$ cat src/rtl/mem_data_arbiter_pkg.sv
// mem_data_arbiter_pkg: shared encodings for the data-port arbiter
package mem_data_arbiter_pkg;
  localparam int XLEN_32B = 1;
  localparam int XLEN_64B = 2;
  localparam logic [1:0] SIZE_B = 2'b00;
  localparam logic [1:0] SIZE_H = 2'b01;
  localparam logic [1:0] SIZE_W = 2'b10;
  localparam logic [1:0] SIZE_D = 2'b11;
  localparam logic OWN_P = 1'b0;
  localparam logic OWN_L = 1'b1;
  typedef enum logic {S_IDLE, S_BEAT2} state_t;
  function automatic logic [1:0] eff_size(input logic [1:0] s, input int xlen);
    return (xlen == XLEN_32B && s == SIZE_D) ? SIZE_W : s;
  endfunction
endpackage

$ cat src/rtl/mem_data_arbiter_rr_arbiter2.sv
// rr_arbiter2: two-way round-robin grant, index 0 wins the first tie
module rr_arbiter2 (
  input  logic       clk,
  input  logic       rst,
  input  logic       en,
  input  logic [1:0] req,
  output logic [1:0] gnt
);
  logic last;
  // grant the lone requester, or on a tie the one that did not win last
  always_comb begin
    gnt[0] = en & req[0] & (~req[1] | last);
    gnt[1] = en & req[1] & (~req[0] | ~last);
  end
  // remember the most recent winner
  always_ff @(posedge clk)
    if (rst) last <= 1'b1;
    else if (|gnt) last <= gnt[1];
endmodule

$ cat src/rtl/mem_data_arbiter.sv
// mem_data_arbiter: shares the data RAM port between MEM stage and loader
module mem_data_arbiter
  import mem_data_arbiter_pkg::*;
#(
  parameter int XLEN = XLEN_64B,
  localparam int W = 1 << (XLEN + 4)
) (
  input  logic         i_clk,
  input  logic         i_rst,
  input  logic         i_clk_en,
  input  logic         i_p_req,
  input  logic         i_p_we,
  input  logic [W-1:0] i_p_addr,
  input  logic [W-1:0] i_p_wdata,
  input  logic [1:0]   i_p_size,
  output logic         o_p_ack,
  output logic         o_p_stall,
  output logic [W-1:0] o_p_rdata,
  input  logic         i_l_req,
  input  logic         i_l_we,
  input  logic [W-1:0] i_l_addr,
  input  logic [W-1:0] i_l_wdata,
  input  logic [1:0]   i_l_size,
  output logic         o_l_ack,
  output logic [W-1:0] o_l_rdata,
  output logic         o_ram_write,
  output logic [W-1:0] o_ram_addr,
  output logic [W-1:0] o_ram_data,
  output logic         o_ram_store_byte,
  output logic         o_ram_store_half,
  input  logic [W-1:0] i_ram_data
);
  state_t state, state_nx;
  logic owner, owner_nx, arb_en, beat2, sel, req_s, we_s, dbl, ack;
  logic [1:0] gnt, sz;
  logic [W-1:0] ad, wd;
  assign arb_en = i_clk_en & ~i_rst & (state == S_IDLE);
  rr_arbiter2 u_arb (
    .clk(i_clk),
    .rst(i_rst),
    .en(arb_en),
    .req({i_l_req, i_p_req}),
    .gnt(gnt)
  );
  // select the active requester, drive the RAM beat and compute next state
  always_comb begin
    beat2 = (state == S_BEAT2) & ~i_rst;
    sel = beat2 ? owner : gnt[1];
    req_s = sel ? i_l_req : i_p_req;
    we_s = sel ? i_l_we : i_p_we;
    sz = eff_size(sel ? i_l_size : i_p_size, XLEN);
    ad = sel ? i_l_addr : i_p_addr;
    wd = sel ? i_l_wdata : i_p_wdata;
    dbl = we_s & (sz == SIZE_D);
    state_nx = state;
    owner_nx = owner;
    ack = 1'b0;
    o_ram_write = 1'b0;
    o_ram_addr = ad;
    o_ram_data = wd;
    o_ram_store_byte = 1'b0;
    o_ram_store_half = 1'b0;
    if (beat2 & i_clk_en) begin
      state_nx = S_IDLE;
      o_ram_write = req_s;
      ack = req_s;
      o_ram_addr = ad + W'(4);
      o_ram_data = wd >> 32;
    end else if (|gnt) begin
      o_ram_write = we_s;
      ack = ~dbl;
      o_ram_store_byte = we_s & (sz == SIZE_B);
      o_ram_store_half = we_s & (sz == SIZE_H);
      if (dbl) begin
        state_nx = S_BEAT2;
        owner_nx = sel;
        o_ram_data = wd & W'(32'hFFFF_FFFF);
      end
    end
    o_p_ack = ack & ~sel;
    o_l_ack = ack & sel;
    o_p_stall = i_p_req & ~o_p_ack;
    o_p_rdata = i_rst ? '0 : i_ram_data;
    o_l_rdata = i_rst ? '0 : i_ram_data;
  end
  // state and owner advance only on enabled cycles
  always_ff @(posedge i_clk)
    if (i_rst) begin
      state <= S_IDLE;
      owner <= OWN_P;
    end else if (i_clk_en) begin
      state <= state_nx;
      owner <= owner_nx;
    end
endmodule
$ cat config.mk
export PLATFORM = sky130hd
export DESIGN_NAME = mem_data_arbiter
export DESIGN_NICKNAME = d
export VERILOG_FILES = /design/src/rtl/mem_data_arbiter_pkg.sv /design/src/rtl/mem_data_arbiter_rr_arbiter2.sv /design/src/rtl/mem_data_arbiter.sv
export SDC_FILE = /design/constraint.sdc
export NUM_CORES = 1
export LEC_CHECK = 0
export ABC_AREA = 1
export CAP_MARGIN = 40
export CELL_PAD_IN_SITES_DETAIL_PLACEMENT = 1
export CELL_PAD_IN_SITES_GLOBAL_PLACEMENT = 1
export CORE_AREA = 3 3 232 234
export CTS_BUF_LIST = sky130_fd_sc_hd__clkbuf_8 sky130_fd_sc_hd__clkbuf_16
export CTS_CLUSTER_DIAMETER = 60
export DETAILED_ROUTE_END_ITERATION = 10
export DIE_AREA = 0 0 235 237
export DONT_BUFFER_PORTS = 1
export PLACE_DENSITY = 0.3
export RECOVER_POWER = 50
export SLEW_MARGIN = 20
export SYNTH_ARGS = -nofsm -noshare
export SYNTH_HDL_FRONTEND = slang
export SYNTH_SLANG_ARGS = --single-unit
$ cat constraint.sdc
create_clock -name i_clk -period 4.7 [get_ports i_clk]
set_clock_uncertainty 0.05 [all_clocks]
set_input_delay 1.175 -clock i_clk [delete_from_list [all_inputs] [get_ports i_clk]]
set_output_delay 1.175 -clock i_clk [all_outputs]
set_load 0.05 [all_outputs]
* Yosys cells after proc, flatten, opt, wreduce, memory -nomap -nowiden
Cells that the tools add are included.
** Cells by class
- Reduce and logical (&&, ||, !) cells :: 6
- $add $sub $neg :: 1
- Bitwise gates (word level) :: 25
- Equality and inequality tests :: 2
- Muxes and demuxes :: 22
** Operator list (number)
- 64-bit two-way mux :: 7
- 64-bit by 3-bit adder with 64-bit output (second input constant) :: 1
- 1-bit bitwise AND :: 14
- 1-bit two-way mux :: 14
- 1-bit inverter :: 9
- 4-bit AND reduction :: 1
- 2-bit nonzero test :: 2
- 3-bit AND reduction :: 1
- 2-bit by 1-bit equality test with 1-bit output (second input constant) :: 1
- 2-bit equality test (second input constant) :: 1
- 2-bit logical NOT :: 1
- 2-bit two-way mux :: 1
- 1-bit OR :: 2
- 2-bit OR reduction :: 1
** Word-level totals
- Output and inout bits :: 262
- Word-level logic and storage cells :: 59
- Bits of input ports :: 331
- Register bits :: 3

* Longest topological paths before layout
Gate-level depths: netlist of the first run.
- Word-level depth :: 15
- Depth in mapped cells :: 20

* Cells and area by module
Synthesis of the first run repeated with hierarchy kept, for this count alone.
** Second synthesis, totals
- Cell total of the unflattened synthesis :: 1336
- Area, all modules :: 6411.1 um^2
** By module, submodules not included
- mem_data_arbiter :: instances 1, area each 6339.8 um^2, seq. area each 40.0 um^2, cells each 1324
- rr_arbiter2 :: instances 1, area each 71.3 um^2, seq. area each 20.0 um^2, cells each 12

* Worst setup path after synthesis of the first run
OpenSTA, ideal clock, no wires.
- Kind :: input to output
- Start point :: input port i_rst
- End point :: output port o_ram_addr[36]
- Stages :: 15
- Data arrival time :: 3.732 ns
- Slack :: -0.257 ns
- Cell sequence :: nor2_2 > nand2_1 > o21ai_4 > buf_6 > o21ai_1 > inv_1 > ha_1 > inv_1 > nor2_1 > nand3_1 > inv_1 > nand2_2 > nor3_2 > nand2_1 > xnor2_1
** On the way
- Word-level cells in the longest chain between the ends :: 9
- Elaborated cells between the ends (all ways) :: 11
- Those cells by class :: 1 x add/sub; 3 x mux; 7 x bitwise
** Ends and longest elaborated chain
- start: declaration :: line mem_data_arbiter.sv:9 : input logic i_rst,
- 1-bit inverter (*) :: line mem_data_arbiter.sv:37, mem_data_arbiter.sv:47
- 1-bit bitwise AND (2 in a row) :: line mem_data_arbiter.sv:37 : assign arb_en = i_clk_en & ~i_rst & (state == S_IDLE);
- 1-bit bitwise AND (2 in a row) :: line mem_data_arbiter_rr_arbiter2.sv:13 : gnt[1] = en & req[1] & (~req[0] | ~last);
- 1-bit two-way mux :: line mem_data_arbiter.sv:48 : sel = beat2 ? owner : gnt[1];
- 64-bit two-way mux :: line mem_data_arbiter.sv:52 : ad = sel ? i_l_addr : i_p_addr;
- 64-bit by 3-bit adder with 64-bit output :: line mem_data_arbiter.sv:67 : o_ram_addr = ad + W'(4);
- 64-bit two-way mux (*) :: line mem_data_arbiter.sv:63 : if (beat2 & i_clk_en) begin
- end: declaration :: line mem_data_arbiter.sv:27 : output logic [W-1:0] o_ram_addr,
Mark *: on every way between the ends. The rest lies on a longest branch, timed or not.

* Worst setup path in the final report of the first run
- Start point :: input port i_p_req
- End point :: output port o_ram_addr[40]
** On the way
- Word-level cells in the longest chain between the ends :: 7
** Ends and longest elaborated chain
- start: declaration :: line mem_data_arbiter.sv:11 : input logic i_p_req,
- 1-bit inverter (*) :: line mem_data_arbiter_rr_arbiter2.sv:13
- 1-bit OR (*) :: line mem_data_arbiter_rr_arbiter2.sv:13
- 1-bit bitwise AND (*) :: line mem_data_arbiter_rr_arbiter2.sv:13
- 1-bit two-way mux (*) :: line mem_data_arbiter.sv:48
- 64-bit two-way mux (*) :: line mem_data_arbiter.sv:52
- 64-bit by 3-bit adder with 64-bit output :: line mem_data_arbiter.sv:67
- 64-bit two-way mux (*) :: line mem_data_arbiter.sv:63
Marks and branches as above.

==> results.md, run 1 <==
* Fin area at 11400 um^2
* RSZ-0062 raised after global routing: true
* M2 GR Usage at 28.7%
* Synth cell types at 36
* CTS Buf Count at 3
* Largest net degree at the start of global routing at 75
* Met1 Usage GRT at 20.8%
* Die Wd at 235 um
* Gp weighted congestion at 0.818
* Actual slew at the worst max-slew pin at 1.48 ns
* Clk sinks at 3
* PwrDens at 142 nW/um^2
* Initial Util at 11.5%
* Drt first pass iters at 4
* Final Cycle Share at 98.4%
* Hold buffer count at CTS at 0
* Type of the most critical hold path: reg2reg
* Row cnt at 84
* Global route total overflow at 0
* Final cell count without fillers at 2225
* Root buffer cell: clkbuf_16
* Post-synthesis sequential area ratio at 1.00%
* Layout cells sized above 1 at 48.3%
* Top cell type by total area after synthesis: nand2_1
* Final worst slack at 0.0767 ns
* Warnings, synthesis at 0
* Critical path class: in2out
* Post-DP HPWL at 42.9 mm
* Tmin final at 4.62 ns
* Cell count after synthesis at 1218
* Final nets at 1867
* Final-layout fill cell count at 6522
* Top-Level Pins at 593
* Mean post-synth cell area at 4.93 um^2
* Placed instance area at 10200 um^2
* # setup viols final at 0
* Setup Slack @ Placement at -0.364 ns
* Outcome: completed
* Mapped cell area at 6010 um^2
* Post-synth EDFFs at 0
* IO buf count at 0
* GRT Total Usage at 16.0%
* Slew Viols, Final at 0
* Cell with the most instances after synthesis: nand2_1
* Placed Instances at 2190
* Final hold violations at 0
* Slew headroom at 2.05%
* Worst-Skew Late Latency at 0.22 ns
* Max Clk Rate at 0.216 GHz
* Final WL at 48.4 mm
* DR vias at 8756
* Final Total Pwr at 1.62 mW
* CTS Buffer Depth at 2
* #FFs+latches synth at 3
* WL per Instance at 21.8 um
* Maxcap violations at 0
* H-tree levels at 1
* Initial antenna violation count at 5
* Vias in the first global route at 9359
* Synth top area share at 21.8%
* DIE HEIGHT at 237 um
* Met3 usage at 2.53%
* Ys async rst share at 0%
* Crit path arrival time at 3.40 ns
* Peak VDD IR at 0.0962 mV
* Synth top area cells: nand2_1 22%, nor2_1 13%, inv_1 11%
* Leak at 5.28 nW
* Crit path required time at 3.47 ns
* Setup crit end kind: output port
* Core Region at 52200 um^2
* TritonCTS clock tree: done
* Ys flop type: dfxtp_1
* CTS clock-pin slew for the worst setup and hold paths at 0.03 ns
* DIE AREA at 55700 um^2
* Antenna violation net count after detailed routing at 0
* Mapped Nets at 1550
* Iter 0 DRT Violations at 279
* First-pass GRT wire length at 65.7 mm
* GR peak layer: met2
* DR vias/cell at 3.94
* Number of remaining DRC errors at 0
* Setup crit start kind: input pin
* Area Overhead vs Synth at 89.2%
* Synth top cells by count: 349 x nand2_1, 206 x nor2_1, 178 x inv_1
* Crit path max fanout at 7
[layer usage]
layer	part of all wire, %	wire length, um
met5	0.027	13
met4	1.3	640
met3	5.5	2660
met2	50	24100
met1	44	21100
[final cells by class]
type	instances	area (um^2)	share of cell area [%]
Clock inverter	1	3.75	0.0330
Multi-Input combinational cell	915	5500	48.4
Tap cell	688	861	7.58
Inverter	183	694	6.11
Sequential cell	3	60.1	0.529
Clock buffer	3	75.1	0.661
Timing Repair Buffer	429	4160	36.6
Antenna cell	3	7.51	0.0661
[power breakdown]
part	internal, mW	switching, mW	leakage, nW	total, mW
Clock	0.110	0.0229	0.0423	0.133
Combinational	0.476	0.983	5.22	1.46
Sequential	0.0265	0.000558	0.0244	0.0270
[critical path: stages]
cell and delay [ns]:
nand2_1 0.08, nand2_2 0.07, o21ai_4 0.18, buf_12 0.13, buf_16 0.16, buf_16 0.15, nand2_1 0.06, nand2_1 0.09
buf_4 0.11, nand2_1 0.09, nor2_1 0.18, nand2_1 0.09, nor2_2 0.16, buf_4 0.16, nand2_1 0.09, xor2_1 0.17
buf_4 0.23
[state kept, by name, indices dropped and copies added (netlist names)]
| register | cells |
|---|---|
| state | 1 |
| u_arb.last | 1 |
| owner | 1 |
[final timing paths]
kind | start | endpoint | slack [ns] | cells after the start
setup / recovery | i_p_req | o_ram_addr[40] | 0.08 | 17
setup reg to reg | state | state | 2.36 | 14
hold reg to reg | u_arb.last | u_arb.last | 0.42 | 2
hold / removal | u_arb.last | u_arb.last | 0.42 | 2
[per-stage QoR]
stage,hold slack [ns],util (%),TNS (ns)
floorplan,0.379,-,-0.0618
global placement,0.414,19.5,-8.41
detailed placement,0.410,19.6,-10.19
CTS,0.421,20.8,0
global route,0.437,21.8,-0.975
finish,0.421,21.8,0
[cells in the final DEF (no fill, tap or decap), drive strengths merged, types with 2 or more instances in the layout]
cell	instances
nand2	357
nor2	221
and2	2
nor3b	2
mux2i	33
o21ai	61
xor2	25
nand3	86
dfxtp	3
nand4	20
nor3	13
xnor2	13
diode	3
a21oi	4
nand3b	6
buf	371
inv	184
clkbuf	61
or2	37
o211ai	32
[timing repair]
| action | 4_1_cts | 5_1_grt |
|---|---|---|
| buffers inserted | 12 | 9 |
| resized for setup | 113 | 175 |
| pin swaps | 28 | 59 |
| gates cloned | 4 | 4 |
| setup endpoints to repair | 79 | 89 |
[kinds of logic (layout without fill, tap and decap cells)]
| group | after synthesis | in the layout | synth area share (%) |
|---|---|---|---|
| other | 0 | 3 | 0 |
| flip-flops | 3 | 3 | 1.00 |
| AO/OA/AOI/OAI | 99 | 99 | 9.98 |
| buffers and inverters | 300 | 616 | 24.4 |
| XOR/XNOR | 38 | 38 | 5.54 |
| multiplexers | 33 | 33 | 5.50 |
| AND/OR/NAND/NOR | 744 | 744 | 53.3 |
| adder cells (fa/ha/maj) | 1 | 1 | 0.208 |
Power figures use the tool's default switching activity.
==> run 2, diff against run 1 <==
--- a/config.mk
+++ b/config.mk
@@ -9,13 +9,13 @@
 export CAP_MARGIN = 40
 export CELL_PAD_IN_SITES_DETAIL_PLACEMENT = 1
 export CELL_PAD_IN_SITES_GLOBAL_PLACEMENT = 1
-export CORE_AREA = 3 3 232 234
-export CTS_BUF_LIST = sky130_fd_sc_hd__clkbuf_8 sky130_fd_sc_hd__clkbuf_16
+export CORE_AREA = 3 3 229 231
+export CTS_BUF_LIST = sky130_fd_sc_hd__clkbuf_8
 export CTS_CLUSTER_DIAMETER = 60
 export DETAILED_ROUTE_END_ITERATION = 10
-export DIE_AREA = 0 0 235 237
+export DIE_AREA = 0 0 232 234
 export DONT_BUFFER_PORTS = 1
-export PLACE_DENSITY = 0.3
+export PLACE_DENSITY = 0.31
 export RECOVER_POWER = 50
 export SLEW_MARGIN = 20
 export SYNTH_ARGS = -nofsm -noshare
==> results.md, run 2 (same netlist as run 1, synthesis figures left out) <==
* PwrDens at 137 nW/um^2
* Setup crit end kind: output port
* Final cell count without fillers at 2244
* DIE HEIGHT at 234 um
* GRT Total Usage at 16.7%
* Die Wd at 232 um
* Root buffer cell: clkbuf_8
* Row cnt at 82
* DIE AREA at 54300 um^2
* Initial antenna violation count at 6
* Fin Setup TNS at 0 ns
* Maxcap violations at 0
* Max Clk Rate at 0.213 GHz
* Most frequent cells in the layout: 364 x buf_4, 266 x nand2_1, 151 x inv_1
* Actual slew at the worst max-slew pin at 0.759 ns
* Final-layout fill cell count at 6356
* Final hold violations at 0
* Critical path class: in2out
* Leak at 5.55 nW
* WL per Instance at 22.0 um
* Crit path required time at 3.47 ns
* Vias in the first global route at 9386
* Layout cells sized above 1 at 51.2%
* Type of the most critical hold path: reg2reg
* Final nets at 1896
* RSZ-0062 raised after global routing: true
* Tmin final at 4.69 ns
* Setup crit start kind: input pin
* Multi-input gate area at 5420 um^2
* Peak VDD IR at 0.0906 mV
* First-pass GRT wire length at 66.3 mm
* Global route total overflow at 0
* H-tree levels at 1
* Core Region at 50300 um^2
* Drt first pass iters at 4
* Worst R2R Setup Slack at 2.39 ns
* Biggest regs: owner (1), state (1), u_arb.last (1)
* Hold buffer count at CTS at 0
* TritonCTS clock tree: done
* Crit path arrival time at 3.47 ns
* Top-Level Pins at 593
* IO buf count at 0
* DR vias at 8935
* DR vias/cell at 3.98
* Worst-Skew Late Latency at 0.21 ns
* Number of remaining DRC errors at 0
* Initial Util at 11.9%
* Final Cycle Share at 99.8%
* Register area at 60.1 um^2
* CTS Buf Count at 3
* Gp weighted congestion at 0.832
* Clk sinks at 3
* Slew headroom at 49.4%
* Final WL at 49.4 mm
* Antenna violation net count after detailed routing at 0
* Placed Instances at 2190
* Final Total Pwr at 1.59 mW
* CTS clock-pin slew for the worst setup and hold paths at 0.03 ns
* Crit path max fanout at 68
* Slew Viols, Final at 0
* Post-DP HPWL at 43.3 mm
* Outcome: completed
* # setup viols final at 0
* Worst Reg2Reg Path Length in Cells at 14
* CTS Buffer Depth at 2
* Hold depth at 2
* Area Overhead vs Synth at 93.3%
* Leading cell type in the layout, fill and taps excluded: buf_4
* Largest net degree at the start of global routing at 75
* Iter 0 DRT Violations at 199
[run 2: changes by cell type in the layout (fill, tap and decap cells not counted), moves of 10 or more]
cell	delta
buf_4	+94
buf_6	-11
clkbuf_1	-54
nand2_1	+11
nor2_1	+10
nor2_2	-10
[run 2: final timing paths]
kind	end	from
worst max register to register	owner	state
worst min-delay path	u_arb.last	u_arb.last
worst min register to register	u_arb.last	u_arb.last
worst max-delay path	o_ram_addr[38]	i_rst
[run 2: where the power goes]
| part | internal (mW) | total, mW | leakage [nW] | switching [mW] |
|---|---|---|---|---|
| Combinational | 0.502 | 1.49 | 5.49 | 0.987 |
| Sequential | 0.0265 | 0.0272 | 0.0244 | 0.000681 |
| Clock | 0.0555 | 0.0716 | 0.0270 | 0.0161 |
| Total | 0.584 | 1.59 | 5.55 | 1.00 |
[run 2: final cells by class]
| cell class | count | share of cell area, % |
|---|---|---|
| Antenna cell | 9 | 0.194 |
| Clock buffer | 3 | 0.356 |
| Inverter | 183 | 6.00 |
| Multi-Input combinational cell | 915 | 46.7 |
| Timing Repair Buffer | 458 | 38.9 |
| Clock inverter | 1 | 0.0323 |
| Sequential cell | 3 | 0.517 |
| Tap cell | 672 | 7.24 |
[run 2: stage by stage]
stage	setup slack (ns)	area, um^2	hold slack (ns)	utilization (%)
after floorplan	-0.0287	6060	0.379	-
after global placement	-0.459	10300	0.408	20.4
after detailed placement	-0.463	10300	0.409	20.4
after global routing	-0.136	11600	0.438	23.1
after CTS	-0.0303	10900	0.416	21.7
final	0.00776	11600	0.411	23.1
[run 2: routing by layer]
layer | vias to the layer above | wire length (um) | GRT usage (%)
li1 | 4397 | - | -
met1 | 4207 | 21300 | 21.5
met3 | 20 | 2950 | 3.39
met4 | 2 | 683 | 2.61
met5 | - | 10 | 0
met2 | 309 | 24500 | 29.3
[run 2: repair_timing]
| item | in CTS | in global routing |
|---|---|---|
| gates cloned | 3 | 3 |
| setup buffers | 20 | 17 |
| pin swaps | 22 | 43 |
| endpoints found under the setup margin | 72 | 60 |
| gates resized for setup | 100 | 171 |
[run 2: critical path, stage by stage]
cell,delay (ns)
nor2_4,0.10
nand2_2,0.08
o21ai_4,0.15
buf_12,0.18
buf_8,0.12
nand2_2,0.06
o21ai_4,0.08
ha_4,0.16
inv_1,0.04
nor2_2,0.15
nand3_2,0.10
inv_2,0.08
nand2_4,0.09
nor2_4,0.14
nand2_2,0.08
nor2_4,0.11
buf_12,0.13
buf_6,0.11
xor2_4,0.16
buf_12,0.15
==> run 3, diff against run 2 <==
--- a/config.mk
+++ b/config.mk
@@ -9,12 +9,13 @@
 export CAP_MARGIN = 40
 export CELL_PAD_IN_SITES_DETAIL_PLACEMENT = 1
 export CELL_PAD_IN_SITES_GLOBAL_PLACEMENT = 1
-export CORE_AREA = 3 3 229 231
+export CORE_AREA = 2 2 228 230
 export CTS_BUF_LIST = sky130_fd_sc_hd__clkbuf_8
 export CTS_CLUSTER_DIAMETER = 60
 export DETAILED_ROUTE_END_ITERATION = 10
-export DIE_AREA = 0 0 232 234
+export DIE_AREA = 0 0 230 232
 export DONT_BUFFER_PORTS = 1
+export GPL_TIMING_DRIVEN = 0
 export PLACE_DENSITY = 0.31
 export RECOVER_POWER = 50
 export SLEW_MARGIN = 20
==> results.md, run 3 (same netlist as run 1, synthesis figures left out) <==
* Outcome: finished with violations
* Failing checks: setup timing
* CTS Buf Count at 3
* Setup crit end kind: output port
* Row cnt at 83
* Crit-path cells: nor2_4 > nand2_2 > o21ai_4 > buf_12 > nand2_4 > o21ai_4 > ha_2 > inv_2 > nor2_4 > nand3_4 > inv_4 > nand2_8 > nor2_4 > buf_4 > nand2_1 > xnor2_2
* Iter 0 DRT Violations at 293
* H-tree levels at 1
* Final Cycle Share at 100%
* Global route total overflow at 0
* GR peak layer: met2
* DIE HEIGHT at 232 um
* Biggest regs: owner (1), state (1), u_arb.last (1)
* Final core utilization at 19.7%
* IO buf count at 0
* Hold Slack at 0.460 ns
* Maxcap violations at 0
* Met3 usage at 2.47%
* Antenna violation net count after detailed routing at 0
* Final nets at 1755
* TritonCTS clock tree: done
* RSZ-0062 raised after global routing: true
* Gp weighted congestion at 0.851
* DIE AREA at 53400 um^2
* # setup viols final at 1
* Met1 Usage GRT at 24.3%
* Fin area at 10000 um^2
* Final WL at 53.0 mm
* Slew headroom at 44.2%
* Die Wd at 230 um
* Type of the most critical hold path: reg2reg
* Fin Setup TNS at -0.0164 ns
* Core Region at 50900 um^2
* Post-DP HPWL at 48.1 mm
* Clk sinks at 3
* Leading cell type in the layout, fill and taps excluded: nand2_1
* Crit path required time at 3.47 ns
* Crit path arrival time at 3.49 ns
* Top-Level Pins at 593
* Vias in the first global route at 9149
* Final Total Pwr at 1.43 mW
* Slew Viols, Final at 0
* Initial Util at 11.8%
* Leak at 4.46 nW
* Worst-Skew Late Latency at 0.22 ns
* Worst stage delay on the critical path at 0.55 ns
* Initial antenna violation count at 7
* Final hold violations at 0
* Number of remaining DRC errors at 0
* Hold buffer count at CTS at 0
* Final worst slack at -0.0164 ns
* M2 GR Usage at 33.0%
* DR vias/cell at 4.04
* Max Clk Rate at 0.212 GHz
* Critical path class: in2out
* First-pass GRT wire length at 70.6 mm
* CTS clock-pin slew for the worst setup and hold paths at 0.03 ns
* Area Overhead vs Synth at 66.7%
* GRT Total Usage at 18.7%
* Drt first pass iters at 4
* CTS Buffer Depth at 2
* Most frequent cells in the layout: 269 x nand2_1, 213 x buf_4, 149 x inv_1
* Final cell count without fillers at 2106
* Setup Slack @ Placement at -0.801 ns
* Placed instance area at 8270 um^2
* Tmin final at 4.72 ns
* DR vias at 8508
* Actual slew at the worst max-slew pin at 0.836 ns
* Peak VDD IR at 0.0944 mV
* WL per Instance at 25.2 um
* Final-layout fill cell count at 6421
* CP most frequent cell: nor2_4
* Crit-path slowest cell: xnor2_2
* PwrDens at 142 nW/um^2
* Layout cells sized above 1 at 42.0%
* Setup crit start kind: input pin
* Crit path max fanout at 6
* Largest net degree at the start of global routing at 11
* Root buffer cell: clkbuf_8
* Placed Instances at 2061
## run 3: path summary, 6_finish.rpt
check	from	endpoint	slack [ns]	cells past startpoint
setup / recovery	i_rst	o_ram_addr[18]	-0.02	16
hold / removal	u_arb.last	u_arb.last	0.46	2
setup reg to reg	state	owner	2.26	13
hold reg to reg	u_arb.last	u_arb.last	0.46	2
## run 3: metal layers
| metal | vias up | share of wire, % |
|---|---|---|
| met1 | 4080 | 44 |
| met2 | 286 | 50 |
| met4 | 2 | 2.2 |
| met5 | - | 0.025 |
| li1 | 4105 | - |
| met3 | 35 | 4.5 |
## run 3: final cells by class
type                       count  area (um^2)  share of cell area [%]
clock buffer                   3         41.3                   0.412
tap                          680          851                    8.50
timing repair buffer         200         1590                    15.8
inverter                     183          759                    7.59
clock inverter                 1         3.75                  0.0375
multi-input combinational    915         5790                    57.9
buffer                       117          907                    9.06
antenna                        4         10.0                   0.100
sequential                     3         60.1                   0.600
## run 3: report_power, final
part / total, mW / switching (mW) / internal (mW)
registers: 0.0275 / 0.00102 / 0.0265
logic: 1.32 / 0.985 / 0.339
clock network: 0.0750 / 0.0192 / 0.0558
total: 1.43 / 1.01 / 0.421
## run 3: critical path: cells and delay by family
family          cells  cell delay, ns
fa+ha+maj           1            0.22
buf+inv             4            0.49
simple gates        8            0.74
compound gates      2            0.31
xor+xnor            1            0.55
## run 3: timing repair
item	4_1_cts	5_1_grt
cloned	0	1
resized for setup	223	140
endpoints found under the hold margin	0	0
endpoints found under the setup margin	127	67
buffers inserted	23	13
pin swaps	31	49
